<file path="src/rtl/sram_like_arbiter.sv">
// rtl/sram_like_arbiter.sv - N-master to 1-slave sram-like bus arbiter with in-order response routing
//
// Purpose:
//   Arbitrates address phases of NUM_MASTERS sram-like request ports onto one slave port.
//   Each accepted request's master ID is queued in an order FIFO, so responses (s_data_ok/s_rdata)
//   are steered back to the issuing master in order. Up to MAX_OUTSTANDING requests may be in flight.
// Configuration macro:
//   ARB_FIXED_PRIO_EN - when defined, fixed priority (master 0 highest) replaces round-robin.
// Ports:
//   clk, reset                          clock, synchronous active-high reset
//   m_req/m_wr/m_size/m_wstrb/m_addr/m_wdata   packed per-master request payloads (master i at slice i)
//   m_addr_ok, m_data_ok                one-hot (or zero) address accept / response strobes
//   m_rdata                             read data broadcast, valid with m_data_ok
//   s_req/s_wr/s_size/s_wstrb/s_addr/s_wdata   slave request payload from the granted master
//   s_addr_ok, s_data_ok, s_rdata       slave handshake and read data
//   resp_err                            sticky: response seen with no request outstanding
module sram_like_arbiter #(
  parameter int NUM_MASTERS     = 2,
  parameter int ADDR_WD         = 32,
  parameter int DATA_WD         = 32,
  parameter int MAX_OUTSTANDING = 4
) (
  input  logic                             clk,
  input  logic                             reset,
  input  logic [NUM_MASTERS-1:0]           m_req,
  input  logic [NUM_MASTERS-1:0]           m_wr,
  input  logic [2*NUM_MASTERS-1:0]         m_size,
  input  logic [NUM_MASTERS*DATA_WD/8-1:0] m_wstrb,
  input  logic [NUM_MASTERS*ADDR_WD-1:0]   m_addr,
  input  logic [NUM_MASTERS*DATA_WD-1:0]   m_wdata,
  output logic [NUM_MASTERS-1:0]           m_addr_ok,
  output logic [NUM_MASTERS-1:0]           m_data_ok,
  output logic [DATA_WD-1:0]               m_rdata,
  output logic                             s_req,
  output logic                             s_wr,
  output logic [1:0]                       s_size,
  output logic [DATA_WD/8-1:0]             s_wstrb,
  output logic [ADDR_WD-1:0]               s_addr,
  output logic [DATA_WD-1:0]               s_wdata,
  input  logic                             s_addr_ok,
  input  logic                             s_data_ok,
  input  logic [DATA_WD-1:0]               s_rdata,
  output logic                             resp_err
);

  localparam int IDW = (NUM_MASTERS > 1) ? $clog2(NUM_MASTERS) : 1;
  localparam int PW  = $clog2(MAX_OUTSTANDING);
  localparam int SW  = DATA_WD / 8;
  localparam logic [PW:0]    CNT_ONE  = 1;
  localparam logic [PW:0]    CNT_FULL = MAX_OUTSTANDING;
  localparam logic [PW-1:0]  PTR_ONE  = 1;
  localparam logic [IDW-1:0] ID_ONE   = 1;
  localparam logic [IDW-1:0] ID_LAST  = IDW'(NUM_MASTERS - 1);

  logic [IDW-1:0] r_fifo [MAX_OUTSTANDING];
  logic [PW-1:0]  r_wr_ptr;
  logic [PW-1:0]  r_rd_ptr;
  logic [PW:0]    r_count;
  logic           r_lock;
  logic [IDW-1:0] r_lock_id;
  logic           r_resp_err;

  logic [IDW-1:0] w_base;
  logic [IDW-1:0] w_idx;
  logic [IDW-1:0] w_search_id;
  logic           w_search_vld;
  logic [IDW-1:0] w_grant;
  logic           w_grant_vld;
  logic           w_full;
  logic           w_empty;
  logic           w_accept;
  logic           w_pop;
  logic [IDW-1:0] w_head;

`ifdef ARB_FIXED_PRIO_EN
  assign w_base = '0;
`else
  logic [IDW-1:0] r_rr_ptr;
  assign w_base = r_rr_ptr;
`endif

  // First requester at or after w_base, wrapping around the master list.
  always_comb begin
    w_search_vld = 1'b0;
    w_search_id  = '0;
    w_idx        = '0;
    for (int k = 0; k < NUM_MASTERS; k++) begin
      w_idx = IDW'((int'(w_base) + k) % NUM_MASTERS);
      if (!w_search_vld && m_req[w_idx]) begin
        w_search_vld = 1'b1;
        w_search_id  = w_idx;
      end
    end
  end

  // A pending unaccepted request pins the grant so the slave never sees the payload switch.
  assign w_grant     = r_lock ? r_lock_id : w_search_id;
  assign w_grant_vld = r_lock | w_search_vld;

  assign w_full   = (r_count == CNT_FULL);
  assign w_empty  = (r_count == '0);
  assign w_head   = r_fifo[r_rd_ptr];

  // Full blocks s_req even if a pop happens this cycle: keeps s_data_ok off the request path.
  assign s_req    = ~reset & (|m_req) & ~w_full;
  assign w_accept = s_req & s_addr_ok;
  assign w_pop    = ~reset & s_data_ok & ~w_empty;

  assign m_rdata  = reset ? '0 : s_rdata;
  assign resp_err = r_resp_err & ~reset;

  always_comb begin
    m_addr_ok = '0;
    m_data_ok = '0;
    s_wr      = 1'b0;
    s_size    = '0;
    s_wstrb   = '0;
    s_addr    = '0;
    s_wdata   = '0;
    if (w_accept) begin
      m_addr_ok[w_grant] = 1'b1;
    end
    if (w_pop) begin
      m_data_ok[w_head] = 1'b1;
    end
    if (!reset && w_grant_vld) begin
      s_wr    = m_wr[w_grant];
      s_size  = m_size[w_grant*2 +: 2];
      s_wstrb = m_wstrb[w_grant*SW +: SW];
      s_addr  = m_addr[w_grant*ADDR_WD +: ADDR_WD];
      s_wdata = m_wdata[w_grant*DATA_WD +: DATA_WD];
    end
  end

  always_ff @(posedge clk) begin
    if (reset) begin
      r_wr_ptr   <= '0;
      r_rd_ptr   <= '0;
      r_count    <= '0;
      r_lock     <= 1'b0;
      r_lock_id  <= '0;
      r_resp_err <= 1'b0;
    end else begin
      if (w_accept) begin
        r_fifo[r_wr_ptr] <= w_grant;
        r_wr_ptr         <= r_wr_ptr + PTR_ONE;
      end
      if (w_pop) begin
        r_rd_ptr <= r_rd_ptr + PTR_ONE;
      end
      case ({w_accept, w_pop})
        2'b10:   r_count <= r_count + CNT_ONE;
        2'b01:   r_count <= r_count - CNT_ONE;
        default: r_count <= r_count;
      endcase
      if (w_accept) begin
        r_lock <= 1'b0;
      end else if (s_req) begin
        r_lock    <= 1'b1;
        r_lock_id <= w_grant;
      end
      if (s_data_ok && w_empty) begin
        r_resp_err <= 1'b1;
      end
    end
  end

`ifndef ARB_FIXED_PRIO_EN
  always_ff @(posedge clk) begin
    if (reset) begin
      r_rr_ptr <= '0;
    end else if (w_accept) begin
      r_rr_ptr <= (w_grant == ID_LAST) ? '0 : w_grant + ID_ONE;
    end
  end
`endif

endmodule

</file>
<file path="config.mk">
export PLATFORM = sky130hd
export DESIGN_NAME = sram_like_arbiter
export DESIGN_NICKNAME = d
export VERILOG_FILES = /design/src/rtl/sram_like_arbiter.sv
export SDC_FILE = /design/constraint.sdc
export NUM_CORES = 1
export LEC_CHECK = 0
export ABC_AREA = 1
export CORE_AREA = 4 4 109 111
export DETAILED_ROUTE_END_ITERATION = 7
export DIE_AREA = 0 0 113 115
export PLACE_DENSITY = 0.7
export SLEW_MARGIN = 40
export SYNTH_ARGS = -nofsm -noshare
export SYNTH_HDL_FRONTEND = slang
export SYNTH_SLANG_ARGS = --single-unit
</file>
<file path="constraint.sdc">
create_clock -name clk -period 2.05 [get_ports clk]
set_input_delay 0.205 -clock clk [delete_from_list [all_inputs] [get_ports clk]]
set_output_delay 0.205 -clock clk [all_outputs]
set_load 0.03 [all_outputs]
</file>
==> metrics.md <==
| Metric | Value |
|---|---|
| Cell internal pwr | 1254 uW |
| Logic gate share of total power | 71.4% |
| Maximum vdd drop | approximately 360 uV |
| FP Rows | 38 |
| Final Net Count | 894 |
| Die Wd | ~110 um |
| Hold_ws | 0.5017 ns |
| TritonCTS Sinks | 17 |
| FFs w/ async S/R, synth | 0% |
| Clock power frac | a little over a tenth |
| Leak pwr | 0.002530 uW |
| Area of the core | roughly 11000 um2 |
| Final setup fails | 0 |
| Gpl congestion | 0.8919 |
| Drt first-iter violations | around 170 |
| Crit-path max FO | 42 |
| Clock skew | 0.004886 ns |
| Initial Util | 20.36% |
| IO buf count | 288 |
| Clock root cell | clkbuf_8 |
| Synth Register Bits | 17 |
| Global Route Usage Sum | 15.74% |
| Slew margin rel. | 77.25% |
| First-pass GRT wire length | between 15000 and 20000 um |
| Top-area cell type share of the netlist area | 32.97% |
| Vias | between 3000 and 4000 |
| Avg WL per Cell | 14.36 um |
| Crit-path slowest cell | clkdlybuf4s50_1 |
| Critical Path RT | 1.85 ns |
| Die area | roughly 13000 um2 |
| Top cell by count, worst path | nor2_1 |
| Clock transition at path regs | 0.06 ns |
| DRT Pass-1 Iters | 4 |
| Cts bufs inserted | 3 |
| RSZ-0062 raised after global routing | yes |
| PwrDens | roughly 420 nW/um2 |
| Syn_area_per_cell | 5.170 um2 |
| Post-Route WL | 12160 um |
| Distinct cells, synth | 24 |
| Design Area, Final | roughly 5300 um2 |
| CTS Buffer Depth | 2 |
| Tcrit/Tclk final | a little over nine tenths |
| Cell taking the most area after synthesis | nor2_1 |
| CP cell instances | clkdlybuf4s50_1 -> inv_1 -> nor2_1 -> nand2_1 -> nand2_4 -> inv_2 -> buf_12 -> nor2_1 -> nor2_1 -> buf_4 |
| Period minus WS final | 1.942 ns |
| WHS Path Cells | 2 |
| CTS tree | done |
| Crit path DAT | between 1.5 and 2 ns |
| Final hold violations | 0 |
| Synthesis Warnings | 0 |
| Area after DPL | 5095 um2 |
| Min-delay worst type | flip-flop to flip-flop |
| Die Y | 115 um |
| Synthesized netlist cell count | about 430 |
| Max Transition Viols Final | 0 |
| Synthesized Nets | 611 |
| Grt total ovfl | 0 |
| Post-route DRC | 0 |
| Synthesis-to-layout area growth | 139.9% |
| Largest net degree at the start of global routing | slightly above 70 |
| Dpl cells | 838 |
| Sequential-to-total area share from yosys stat | about 17% |
| EDFF count, synth | 4 |
| CTS Hold Bufs | 0 |
| Post-synth top cells | nor2_1, inv_1, o21ai_1, nand2_1, o21ai_0 |
| Top FF cell, synth | dfxtp_1 |
| Post-route insts no fill | 847 |
| Core Util, Final | 48.83% |
| Clock latency at the later pin of the worst-skew pair | roughly 0.25 ns |
| CP Launch Type | input pin |
| Crit. End Element | output pin |
| Vias per cell | 4.222 |
| Initial antenna violation count | 0 |
| Post-route ant nets | 0 |
| Mapped Area | 2197 um2 |
| I/O pins | a little under 300 |
| Register share of total power | ~18% |
| R2R cell count | 12 |
| Max Clk Rate | 515.0 MHz |
| Vias in the first global route | 3269 |
| Worst slew pin tran | 0.3402 ns |
| N_diodes | 0 |
| Status | completed |
| Hpwl dp | 9635 um |
| CTS H-tree lvls | 1 |
| Layout cells sized above 1 | 15.56% |
| Setup CP Type | input pin to output pin |
| Psw | between 900 and 1000 uW |
| Top cells by area, synth | nor2_1, o21ai_1, dfxtp_1 |
| Switching Share | 43.31% |
| CP peak stage delay | 0.52 ns |
| Most frequent cell after synthesis | nor2_1 |
| Max_cap viols | 0 |
==> worst max-delay path: cells and delay by family <==
kind                   cells  cell delay [ns]
buffers and inverters      5             1.00
and+or+nand+nor            5             0.52
==> layer usage <==
metal	GRT usage [%]	share of wire (%)	vias to the layer above
met5	0	0	-
met4	4.567	2.3	0
met3	2.211	6.5	22
met2	29.98	52	140
met1	18.23	39	1560
li1	-	-	1854
==> path summary, 6_finish.rpt <==
path	start	slack, ns	end
setup reg to reg	r_count[2]	0.21	r_count[2]
setup / recovery	m_req[1]	0.11	s_addr[17]
hold reg to reg	r_rd_ptr[1]	0.50	flip-flop
hold / removal	r_rd_ptr[1]	0.50	flip-flop
==> cells by family after synthesis <==
kind of cell,share of synthesized area [%]
AND/OR/NAND/NOR,39.81
buffers and inverters,18.96
AO/OA/AOI/OAI,20.16
flip-flops,17.31
adder cells (fa/ha/maj),3.759
==> power by group through the flow <==
stage          clock network [uW]  logic, uW  registers, uW
2_1_floorplan                   0        780            391
3_3_place_gp                    0       1510            393
3_5_place_dp                    0       1530            394
4_1_cts                       248       1540            387
5_1_grt                       265       1690            394
6_report                      242       1580            390
==> layout make-up <==
| type | count | area [um2] |
|---|---|---|
| Clock buffer | 4 | 45.04 |
| Fill cell | 1064 | 5523 |
| Inverter | 63 | 236.5 |
| Multi-Input combinational cell | 318 | 1428 |
| Sequential cell | 17 | 380.4 |
| Tap cell | 140 | 175.2 |
| Timing Repair Buffer | 305 | 3005 |
==> cell usage in the layout, fill, tap and decap left out <==
cell and count:
or2_2 1, nor2_1 190, o21ai_1 57, clkbuf_1 1, clkbuf_16 3, nor2_4 2, a21oi_4 1, buf_6 2
nand2_1 24, inv_2 1, fa_2 1, nand3_1 3, a31o_2 1, dfxtp_1 13, nand2_4 1, nand4_1 2
o21ai_0 20, nand3_2 1, inv_1 62, buf_12 10, dlymetal6s2s_1 2, clkdlybuf4s50_1 208, clkbuf_8 3, o211ai_1 1
a21oi_1 5, ha_1 5, nand2_2 1, buf_4 80, nor2_2 2, edfxtp_1 4
==> metrics by stage <==
| stage | worst slack [ns] | power, uW | setup TNS, ns |
|---|---|---|---|
| 6_report | 0.1081 | 2212 | 0 |
| 3_3_place_gp | -0.1830 | 1906 | -0.1830 |
| 3_5_place_dp | -0.2245 | 1924 | -0.2245 |
| 4_1_cts | 0.009307 | 2171 | 0 |
| 2_1_floorplan | 0.09499 | 1171 | 0 |
| 5_1_grt | 0.001975 | 2350 | 0 |
==> timing repair <==
action / in CTS / in global routing
setup endpoints to repair: 0 / 35
setup buffers: 0 / 2
gates resized for setup: 0 / 12
Power figures use the tool's default switching activity.
